**src/rtl/button_debounce_multi_pkg.sv**
```systemverilog
// Purpose : shared state encoding and constants for the multi-channel button debouncer.
// Latency : n/a (declarations only).
// Backpressure: n/a (declarations only).
package button_debounce_multi_pkg;

   // Per-channel hold tracker states.
   typedef enum logic [1:0] {
      ST_IDLE  = 2'd0,
      ST_PRESS = 2'd1,
      ST_LONG  = 2'd2
   } btn_state_t;

   // Nominal sample-strobe rate in Hz (one tick per millisecond).
   localparam int DEFAULT_TICK_HZ = 1000;

endpackage

```
**src/rtl/button_debounce_multi_channel.sv**
```systemverilog
// Purpose : one button channel: 2-FF synchroniser, stability counter, hold FSM, pulse registers.
// Latency : level and press/release pulse land 2 clk + STABLE_TICKS ticks after a raw change.
// Backpressure: none; pulses are single-clk and must be consumed when asserted.
//
// Ports:
//   clk, rst       clock and synchronous active-high reset
//   tick           sample strobe; gates every counter
//   btn_raw        asynchronous raw input, 1 = pressed
//   btn_level      debounced level
//   press_pulse    1-clk pulse on accepted 0->1
//   release_pulse  1-clk pulse on accepted 1->0
//   long_pulse     1-clk pulse when the hold reaches LONG_TICKS
//   repeat_pulse   1-clk pulse every REPEAT_TICKS after long_pulse (if REPEAT_EN)
module button_debounce_multi_channel
   import button_debounce_multi_pkg::*;
#(
   parameter int STABLE_TICKS = 3,
   parameter int LONG_TICKS   = 100,
   parameter int REPEAT_TICKS = 10,
   parameter bit REPEAT_EN    = 1'b1
) (
   input  logic clk,
   input  logic rst,
   input  logic tick,
   input  logic btn_raw,
   output logic btn_level,
   output logic press_pulse,
   output logic release_pulse,
   output logic long_pulse,
   output logic repeat_pulse
);

   localparam int SW = $clog2(STABLE_TICKS + 1);
   localparam int HW = $clog2(LONG_TICKS + 1);
   localparam int RW = $clog2(REPEAT_TICKS + 1);

   // Compare against "last count before the threshold" so the increment never
   // needs an extra bit to hold the threshold value itself.
   localparam logic [SW-1:0] STAB_LAST = SW'(STABLE_TICKS - 1);
   localparam logic [HW-1:0] LONG_LAST = HW'(LONG_TICKS - 1);
   localparam logic [HW-1:0] LONG_HOLD = HW'(LONG_TICKS);
   localparam logic [RW-1:0] REP_LAST  = RW'(REPEAT_TICKS - 1);

   logic [1:0]    sync_q;
   logic [SW-1:0] stab_cnt, stab_nxt;
   logic [HW-1:0] hold_cnt, hold_nxt;
   logic [RW-1:0] rep_cnt,  rep_nxt;
   btn_state_t    state,    state_nxt;
   logic          level_nxt;
   logic          press_nxt, release_nxt, long_nxt, repeat_nxt;
   logic          accept;

   always_ff @(posedge clk) begin
      if (rst) begin
         sync_q        <= '0;
         stab_cnt      <= '0;
         hold_cnt      <= '0;
         rep_cnt       <= '0;
         state         <= ST_IDLE;
         btn_level     <= 1'b0;
         press_pulse   <= 1'b0;
         release_pulse <= 1'b0;
         long_pulse    <= 1'b0;
         repeat_pulse  <= 1'b0;
      end else begin
         // Synchroniser runs every clk, independent of tick.
         sync_q        <= {sync_q[0], btn_raw};
         stab_cnt      <= stab_nxt;
         hold_cnt      <= hold_nxt;
         rep_cnt       <= rep_nxt;
         state         <= state_nxt;
         btn_level     <= level_nxt;
         press_pulse   <= press_nxt;
         release_pulse <= release_nxt;
         long_pulse    <= long_nxt;
         repeat_pulse  <= repeat_nxt;
      end
   end

   always_comb begin
      stab_nxt    = stab_cnt;
      hold_nxt    = hold_cnt;
      rep_nxt     = rep_cnt;
      state_nxt   = state;
      level_nxt   = btn_level;
      press_nxt   = 1'b0;
      release_nxt = 1'b0;
      long_nxt    = 1'b0;
      repeat_nxt  = 1'b0;
      accept      = 1'b0;

      // Stability qualification: a differing level must persist STABLE_TICKS samples.
      if (tick) begin
         if (sync_q[1] != btn_level) begin
            if (stab_cnt == STAB_LAST) begin
               accept    = 1'b1;
               level_nxt = ~btn_level;
               stab_nxt  = '0;
            end else begin
               stab_nxt = stab_cnt + 1'b1;
            end
         end else begin
            stab_nxt = '0;
         end
      end

      // An accepted edge overrides any hold/repeat activity in the same clk.
      if (accept && !btn_level) begin
         press_nxt = 1'b1;
         state_nxt = ST_PRESS;
         hold_nxt  = '0;
         rep_nxt   = '0;
      end else if (accept) begin
         release_nxt = 1'b1;
         state_nxt   = ST_IDLE;
         hold_nxt    = '0;
         rep_nxt     = '0;
      end else if (tick) begin
         case (state)
            ST_PRESS: begin
               if (hold_cnt == LONG_LAST) begin
                  long_nxt  = 1'b1;
                  hold_nxt  = LONG_HOLD;
                  rep_nxt   = '0;
                  state_nxt = ST_LONG;
               end else begin
                  hold_nxt = hold_cnt + 1'b1;
               end
            end
            ST_LONG: begin
               // hold_cnt parks at LONG_TICKS; only the repeat counter cycles.
               if (rep_cnt == REP_LAST) begin
                  repeat_nxt = REPEAT_EN;
                  rep_nxt    = '0;
               end else begin
                  rep_nxt = rep_cnt + 1'b1;
               end
            end
            default: begin
            end
         endcase
      end
   end

endmodule

```
**src/rtl/button_debounce_multi.sv**
```systemverilog
// Purpose : N-channel push-button debouncer with press/release/long/repeat event pulses.
// Latency : events appear 2 clk + STABLE_TICKS ticks after a raw edge; long/repeat counted in ticks.
// Backpressure: none; every output pulse is high for exactly one clk.
//
// Ports:
//   clk, rst       clock and synchronous active-high reset (reset wins over tick)
//   tick           shared one-clk sample strobe
//   btn_raw        [N_BTN] asynchronous raw buttons, 1 = pressed
//   btn_level      [N_BTN] debounced levels
//   press_pulse, release_pulse, long_pulse, repeat_pulse  [N_BTN] per-channel event pulses
module button_debounce_multi
   import button_debounce_multi_pkg::*;
#(
   parameter int N_BTN        = 4,
   parameter int STABLE_TICKS = 3,
   parameter int LONG_TICKS   = 100,
   parameter int REPEAT_TICKS = 10,
   parameter int REPEAT_EN    = 1
) (
   input  logic             clk,
   input  logic             rst,
   input  logic             tick,
   input  logic [N_BTN-1:0] btn_raw,
   output logic [N_BTN-1:0] btn_level,
   output logic [N_BTN-1:0] press_pulse,
   output logic [N_BTN-1:0] release_pulse,
   output logic [N_BTN-1:0] long_pulse,
   output logic [N_BTN-1:0] repeat_pulse
);

   // Channels are fully independent; only clk, rst and tick are shared.
   for (genvar i = 0; i < N_BTN; i++) begin : g_ch
      button_debounce_multi_channel #(
         .STABLE_TICKS (STABLE_TICKS),
         .LONG_TICKS   (LONG_TICKS),
         .REPEAT_TICKS (REPEAT_TICKS),
         .REPEAT_EN    (REPEAT_EN != 0)
      ) u_ch (
         .clk           (clk),
         .rst           (rst),
         .tick          (tick),
         .btn_raw       (btn_raw[i]),
         .btn_level     (btn_level[i]),
         .press_pulse   (press_pulse[i]),
         .release_pulse (release_pulse[i]),
         .long_pulse    (long_pulse[i]),
         .repeat_pulse  (repeat_pulse[i])
      );
   end

endmodule
```
**config.mk**
```make
export PLATFORM = sky130hd
export DESIGN_NAME = button_debounce_multi
export DESIGN_NICKNAME = d
export VERILOG_FILES = /design/src/rtl/button_debounce_multi_pkg.sv /design/src/rtl/button_debounce_multi_channel.sv /design/src/rtl/button_debounce_multi.sv
export SDC_FILE = /design/constraint.sdc
export NUM_CORES = 1
export LEC_CHECK = 0
export CORE_MARGIN = 4
export CORE_UTILIZATION = 46
export DETAILED_ROUTE_END_ITERATION = 10
export PLACE_DENSITY = 0.77
export SETUP_SLACK_MARGIN = 0.5
export SLEW_MARGIN = 20
export SYNTH_ARGS = -nofsm -noshare
export SYNTH_HDL_FRONTEND = slang
export SYNTH_SLANG_ARGS = --single-unit
```
**constraint.sdc**
```tcl
create_clock -name clk -period 2.4 [get_ports clk]
set_input_delay 0.6 -clock clk [delete_from_list [all_inputs] [get_ports clk]]
set_output_delay 0.6 -clock clk [all_outputs]
set_load 0.02 [all_outputs]
```
==> results.md, run 1 <==
* Status: complete, no violations
* Pre-CTS WS at -0.04791 ns
* Worst Path Required at 2.69 ns
* Final critical-path share of the clock period at 0.7855
* RSZ-0062 raised after global routing: true
* Critical R2R Launch: g_ch[3].u_ch.hold_cnt[2]
* Die height at 99.58 um
* Hold EP: g_ch[2].u_ch.sync_q[1]
* Startpoint Class: flop
* Initial antenna violation count at 0
* CTS sink count at 88
* CTS Buffer Depth at 2
* Seq/Total Area, Yosys at 0.4567
* Final worst slack at 0.5147 ns
* Largest net degree at the start of global routing at 16
* Internal at 1979 uW
* Main combinational cell family by area after synthesis: simple AND/OR/NAND/NOR gates
* Power share of the combinational group at 0.030
* Rel. slew slack at 0.6587
* Die area at 0.009915 sq mm
* Mapped Avg Cell Area at 9.228 sq um
* Leak at 0.001864 uW
* Hold buffers post-CTS at 0
* Pwr Density at 572.4 mW/mm^2
* Total number of vias at 2915
* Layout cells sized above 1 at 0.1230
* Drt via density at 5.281
* Vias in the first global route at 2699
* Post-Synth Simple-Gate Area at 0.2854
* Core region area at 0.008175 sq mm
* Area Growth Syn to Fin at 15.50%
* DR WL/cell at 12.66 um
* IO buf count at 26
* Reg-to-reg setup timing slack at 0.51 ns
* Hold Vio Cnt, Final at 0
* Layout Nets at 461
* Hold Crit Start: g_ch[2].u_ch.sync_q[0]
* Clock Skew at 0.007568 ns
* CP max FO at 6
* Max cap viols at 0
* Total track usage at 0.1449
* Post-synth ARST share at 0
* Clock latency at the later pin of the worst-skew pair at 0.35 ns
* Yosys reg bits at 88
* Routed WL at 6989 um
* Initial DRC Count at 65
* Overflow after GRT at 0
* Post-synth design cell area at 0.003857 sq mm
* Crit path capture type: flop
* Adder-Cell Fraction of Synth Area at 0.03892
* Residual DRC at 0
* Slew @ Worst Pin at 0.5049 ns
* Post-synthesis mux area share at 0.007785
* Arrival @ worst endpoint at 2.17 ns
* Commonest non-fill, non-tap cell in the layout: dfxtp_1
* Final setup viols at 0
* N_diodes at 0
* Post-synth cell types at 46
* XOR/XNOR Fraction of Synth Area at 0.06130
* CTS H-tree depth at 3
* First-pass GRT wire length at 11930 um
* Clock network fraction of design power at 0.394
* Worst-path clk slew at 0.09 ns
* Post-synth EDFFs at 0
* Row count at 33
* CTS Root Cell: clkbuf_8
* Fin crit period at 1.885 ns
* Worst setup path class: reg2reg
* Hold Crit Class: reg2reg
* Most frequent cells in the layout: dfxtp_1, nor2_1, nand2_1
* Synth Area in Compound Gates at 0.09050
* Reg power frac at 0.576
* DP HPWL at 4968 um
* Register-to-Register Path Depth at 4
* TritonRoute pass-1 iters at 4
* FF-to-FF End: g_ch[3].u_ch.rep_cnt[0]
* Num ports at 27
* CTS tree: built
* Syn Nets at 437
* Main synth FF type: dfxtp_1
* Antenna-violating nets left at 0
* Fin util at 0.5450
* Fin. max-slew vios at 0
* Synthesized instance count at 418
* Initial Util at 0.4718
* Fin Hold WS at 0.4422 ns
* Peak VDD IR at 0.3969 mV
* Filler instances at 747
* FMAX at 530.4 MHz
* Hold Path Depth at 1
* Die Wd at 99.58 um
* Total CTS buffers at 9
* Yosys warns at 0
* Routability Congestion at 0.8153
* Switch share at 0.2241
* Sw power at 571.7 uW
## registers in the layout (all words and copies together), names as in the netlist
register	cells
g_ch.u_ch.hold_cnt	28
g_ch.u_ch.rep_cnt	16
g_ch.u_ch.stab_cnt	8
g_ch.u_ch.state	8
g_ch.u_ch.sync_q	8
g_ch.u_ch.btn_level	4
g_ch.u_ch.long_pulse	4
g_ch.u_ch.press_pulse	4
g_ch.u_ch.release_pulse	4
g_ch.u_ch.repeat_pulse	4
## area by class of cell
type                       count  area (sq um)  area share
timing repair buffer          45         415.4     0.09323
sequential                    88          1767      0.3965
tap                          105         131.4     0.02949
multi-input combinational    290          1916      0.4299
clock buffer                   9         123.9     0.02780
clock inverter                 7         72.57     0.01629
inverter                       8         30.03    0.006740
## through the flow
step                total power [uW]  instance area, sq um  cells  TNS [ns]
floorplan                       1551                  3894    418         0
global placement                1580                  4204    535         0
detailed placement              1582                  4204    535   -0.1160
CTS                             2581                  4417    552         0
global route                    2646                  4456    552         0
finish                          2551                  4456    552         0
## worst max path at each step
| stage | startpoint | slack [ns] | to |
|---|---|---|---|
| 3_5_place_dp | tick | -0.05 | g_ch[3].u_ch.rep_cnt[3] |
| 5_1_grt | g_ch[3].u_ch.hold_cnt[2] | 0.45 | g_ch[3].u_ch.rep_cnt[0] |
| 2_1_floorplan | tick | 0.51 | g_ch[2].u_ch.hold_cnt[5] |
| 3_3_place_gp | tick | 0.02 | g_ch[1].u_ch.rep_cnt[2] |
| 6_report | g_ch[3].u_ch.hold_cnt[2] | 0.51 | g_ch[3].u_ch.rep_cnt[0] |
| 4_1_cts | g_ch[2].u_ch.release_pulse | 0.51 | release_pulse[2] |
## power by group through the flow
stage | clock (uW) | combinational [uW] | sequential [uW]
finish | 1000 | 76.1 | 1470
global route | 1090 | 84.6 | 1470
CTS | 1030 | 76.4 | 1470
detailed placement | 0 | 76.7 | 1510
global placement | 0 | 75.0 | 1510
floorplan | 0 | 46.6 | 1500
## critical path, stage by stage (launching register included)
cell     delay (ns)
dfxtp_4        0.35
or4b_4         0.54
o31a_1         0.31
or4_1          0.48
a21oi_1        0.14
## synthesized netlist by cell type, drive strengths merged (6+ instances only)
cell type | instances | area [sq um]
clkbuf | 10 | 40.04
nand2 | 25 | 93.84
o21ai | 9 | 45.04
nor3 | 9 | 45.04
nand3b | 11 | 82.58
nand3 | 16 | 80.08
a21oi | 23 | 115.1
ha | 12 | 150.1
nor4b | 10 | 87.58
inv | 8 | 30.03
nor4 | 6 | 37.54
buf | 22 | 158.9
dfxtp | 88 | 1762
xnor2 | 15 | 131.4
nor2b | 10 | 62.56
xor2 | 12 | 105.1
nor3b | 7 | 52.55
nor2 | 50 | 187.7
or4 | 8 | 60.06
and3b | 8 | 70.07
a21o | 7 | 52.55
nand2b | 7 | 43.79
## metal layers
layer,vias up,wire length [um],track usage
li1,1494,-,-
met1,1374,3223,0.1826
met2,41,3435,0.2407
met3,6,259,0.04067
met4,0,70,0.04517
met5,-,0,0
## cells by family (layout without fill, tap and decap cells)
logic type               Yosys count  in the layout
AND/OR/NAND/NOR                  193            193
XOR/XNOR                          27             27
adder cells (fa/ha/maj)           12             12
buffers and inverters             40             69
flip-flops                        88             88
AO/OA/AOI/OAI                     55             55
multiplexers                       3              3
## timing repair
action,in CTS,in global routing
pin swaps,2,2
gates resized for setup,13,15
buffers inserted,1,0
setup endpoints to repair,32,22
Note: power is estimated with default switching activity, not from simulation.
==> run 2: changes to the inputs <==
==> constraint.sdc (replaced) <==
create_clock -name clk -period 1.8 [get_ports clk]
set_input_delay 0.45 -clock clk [delete_from_list [all_inputs] [get_ports clk]]
set_output_delay 0.45 -clock clk [all_outputs]
set_load 0.02 [all_outputs]
==> results.md, run 2 (same netlist as run 1, synthesis figures left out) <==
* Total track usage at 0.1721 (was 0.1449)
* Startpoint Class: flop (unchanged)
* Filler instances at 600 (was 747)
* DR WL/cell at 15.55 um (was 12.66 um)
* Routability Congestion at 0.8070 (was 0.8153)
* Status: finished with violations (was complete, no violations)
* Hold EP: g_ch[2].u_ch.sync_q[1] (unchanged)
* Biggest register: g_ch.u_ch.hold_cnt (unchanged)
* Residual DRC at 0 (unchanged)
* Clock latency at the later pin of the worst-skew pair at 0.35 ns (about the same)
* Final worst slack at -0.1044 ns (was 0.5147 ns)
* Vias in the first global route at 3017 (was 2699)
* IO buf count at 26 (unchanged)
* Max cap viols at 0 (unchanged)
* Layout cells sized above 1 at 0.4168 (was 0.1230)
* Rel. slew slack at 0.7327 (was 0.6587)
* Total number of vias at 3238 (was 2915)
* Commonest non-fill, non-tap cell in the layout: buf_4 (was dfxtp_1)
* Worst setup path class: reg2reg (unchanged)
* DP HPWL at 5299 um (was 4968 um)
* Arrival @ worst endpoint at 2.19 ns (was 2.17 ns)
* Antenna-violating nets left at 0 (unchanged)
* Die Wd at 99.58 um (unchanged)
* Hold Path Depth at 1 (unchanged)
* Drt via density at 5.361 (was 5.281)
* Initial DRC Count at 159 (was 65)
* Crit path capture type: flop (unchanged)
* Fin. max-slew vios at 0 (unchanged)
* First-pass GRT wire length at 13880 um (was 11930 um)
* Leak at 0.002059 uW (was 0.001864 uW)
* Core region area at 0.008175 sq mm (unchanged)
* Initial Util at 0.4718 (unchanged)
* Critical R2R Launch: g_ch[3].u_ch.hold_cnt[2] (unchanged)
* FMAX at 525.1 MHz (was 530.4 MHz)
* Violated checks: setup timing
* Inst Count DP at 561 (was 535)
* FF-to-FF End: g_ch[3].u_ch.rep_cnt[1] (was g_ch[3].u_ch.rep_cnt[0])
* Hold buffers post-CTS at 0 (unchanged)
* Final setup TNS at -0.1831 ns (was 0 ns)
* Overflow after GRT at 0 (unchanged)
* CTS sink count at 88 (unchanged)
* Register-to-Register Path Depth at 4 (unchanged)
* CTS Buffer Depth at 2 (unchanged)
* Multi-input logic area at 0.002315 sq mm (was 0.001916 sq mm)
* Total CTS buffers at 9 (unchanged)
* Hold Crit Class: reg2reg (unchanged)
* Largest register FFs at 28 (unchanged)
* Pwr Density at 642.2 mW/mm^2 (was 572.4 mW/mm^2)
* Crit-path max cell delay at 0.55 ns (was 0.54 ns)
* Clock Skew at 0.008852 ns (was 0.007568 ns)
* N_diodes at 0 (unchanged)
* Hold Vio Cnt, Final at 0 (unchanged)
* Die area at 0.009915 sq mm (unchanged)
* Final setup viols at 4 (was 0)
* CTS Root Cell: clkbuf_8 (unchanged)
* Initial antenna violation count at 0 (unchanged)
* Hold Crit Start: g_ch[2].u_ch.sync_q[0] (unchanged)
* Non-filler instance count after layout at 604 (was 552)
* Largest net degree at the start of global routing at 14 (was 16)
* RSZ-0062 raised after global routing: true (unchanged)
* TritonRoute pass-1 iters at 5 (was 4)
* Routed WL at 9391 um (was 6989 um)
* Fin crit period at 1.904 ns (was 1.885 ns)
* Num ports at 27 (unchanged)
* CP max stage cell: or4b_4 (unchanged)
* Most frequent cells in the layout: buf_4, dfxtp_1, nor2_1 (was dfxtp_1, nor2_1, nand2_1)
* Final critical-path share of the clock period at 1.058 (was 0.7855)
* CTS H-tree depth at 3 (unchanged)
* Area Growth Syn to Fin at 36.85% (was 15.50%)
* Die height at 99.58 um (unchanged)
* Worst Path Required at 2.08 ns (was 2.69 ns)
* Worst-path clk slew at 0.08 ns (was 0.09 ns)
* Reg-to-reg setup timing slack at -0.10 ns (was 0.51 ns)
* Peak VDD IR at 0.4017 mV (was 0.3969 mV)
* Register Area at 0.001813 sq mm (was 0.001767 sq mm)
* Slew @ Worst Pin at 0.3972 ns (was 0.5049 ns)
* Layout Nets at 513 (was 461)
* Row count at 33 (unchanged)
* CP max FO at 5 (was 6)
* Top flop regs: g_ch.u_ch.hold_cnt x28, g_ch.u_ch.rep_cnt x16 (unchanged)
* CTS tree: built (unchanged)
* Critical-path cell list: or4b_4, o31a_1, or4_1, a21oi_1 (unchanged)
[run 2: cell types whose count changed in the layout (fill, tap and decap cells not counted), moves of 6 or more]
| cell | delta |
|---|---|
| buf_4 | +50 |
| dfxtp_2 | +19 |
| buf_6 | +17 |
| a21oi_2 | +11 |
| a21oi_1 | -11 |
| dfxtp_1 | -25 |
| nor3_1 | -7 |
| dlymetal6s2s_1 | -10 |
| dfxtp_4 | +6 |
[run 2: area by class of cell]
| class | instances | area share |
|---|---|---|
| clock buffer | 12 | 0.02560 |
| sequential | 88 | 0.3434 |
| tap | 105 | 0.02489 |
| multi-input combinational | 290 | 0.4385 |
| inverter | 8 | 0.005689 |
| clock inverter | 4 | 0.008533 |
| timing repair buffer | 97 | 0.1534 |
[run 2: stage by stage]
step | instance area (sq um) | worst slack (ns) | hold WS (ns) | utilization | power, uW
after floorplan | 4031 | -0.004177 | 0.4138 | - | 2084
after global placement | 4511 | -0.4033 | 0.4147 | 0.5517 | 2128
after detailed placement | 4511 | -0.4756 | 0.4331 | 0.5517 | 2132
after CTS | 4946 | -0.06877 | 0.4463 | 0.6050 | 3406
after global routing | 5279 | -0.1415 | 0.4632 | 0.6457 | 3497
final | 5279 | -0.1044 | 0.4440 | 0.6457 | 3390
[run 2: where the power goes]
group	switching (uW)	internal, uW
clock	658	637
combinational	73.4	69.4
sequential	7.37	1940
total	739	2650
[run 2: worst max path at each step]
stage                              from                      end  slack (ns)  cells after the start
3_5_place_dp                       tick  g_ch[1].u_ch.rep_cnt[1]       -0.48                      6
6_report       g_ch[3].u_ch.hold_cnt[2]  g_ch[3].u_ch.rep_cnt[1]       -0.10                      4
4_1_cts        g_ch[3].u_ch.hold_cnt[2]  g_ch[3].u_ch.rep_cnt[1]       -0.07                      4
3_3_place_gp                       tick  g_ch[1].u_ch.rep_cnt[3]       -0.40                      6
5_1_grt        g_ch[3].u_ch.hold_cnt[2]  g_ch[3].u_ch.rep_cnt[1]       -0.14                      4
2_1_floorplan  g_ch[3].u_ch.hold_cnt[2]  g_ch[3].u_ch.rep_cnt[0]      -0.004                      4
[run 2: what timing repair did]
action | CTS | global route
setup endpoints to repair | 100 | 70
setup buffers | 17 | 10
pin swaps | 25 | 13
resized for setup | 148 | 68
[run 2: metal layers]
layer,global-route usage,share of wire
met5,0,0
met4,0.07773,0.023
met3,0.03296,0.032
met2,0.2893,0.52
met1,0.2136,0.43
[run 2: worst max-delay path, delay by kind of cell, from the launching register on]
family	cells	cell delay [ns]
flip-flops	1	0.32
AO/OA/AOI/OAI	2	0.47
AND/OR/NAND/NOR	2	1.04
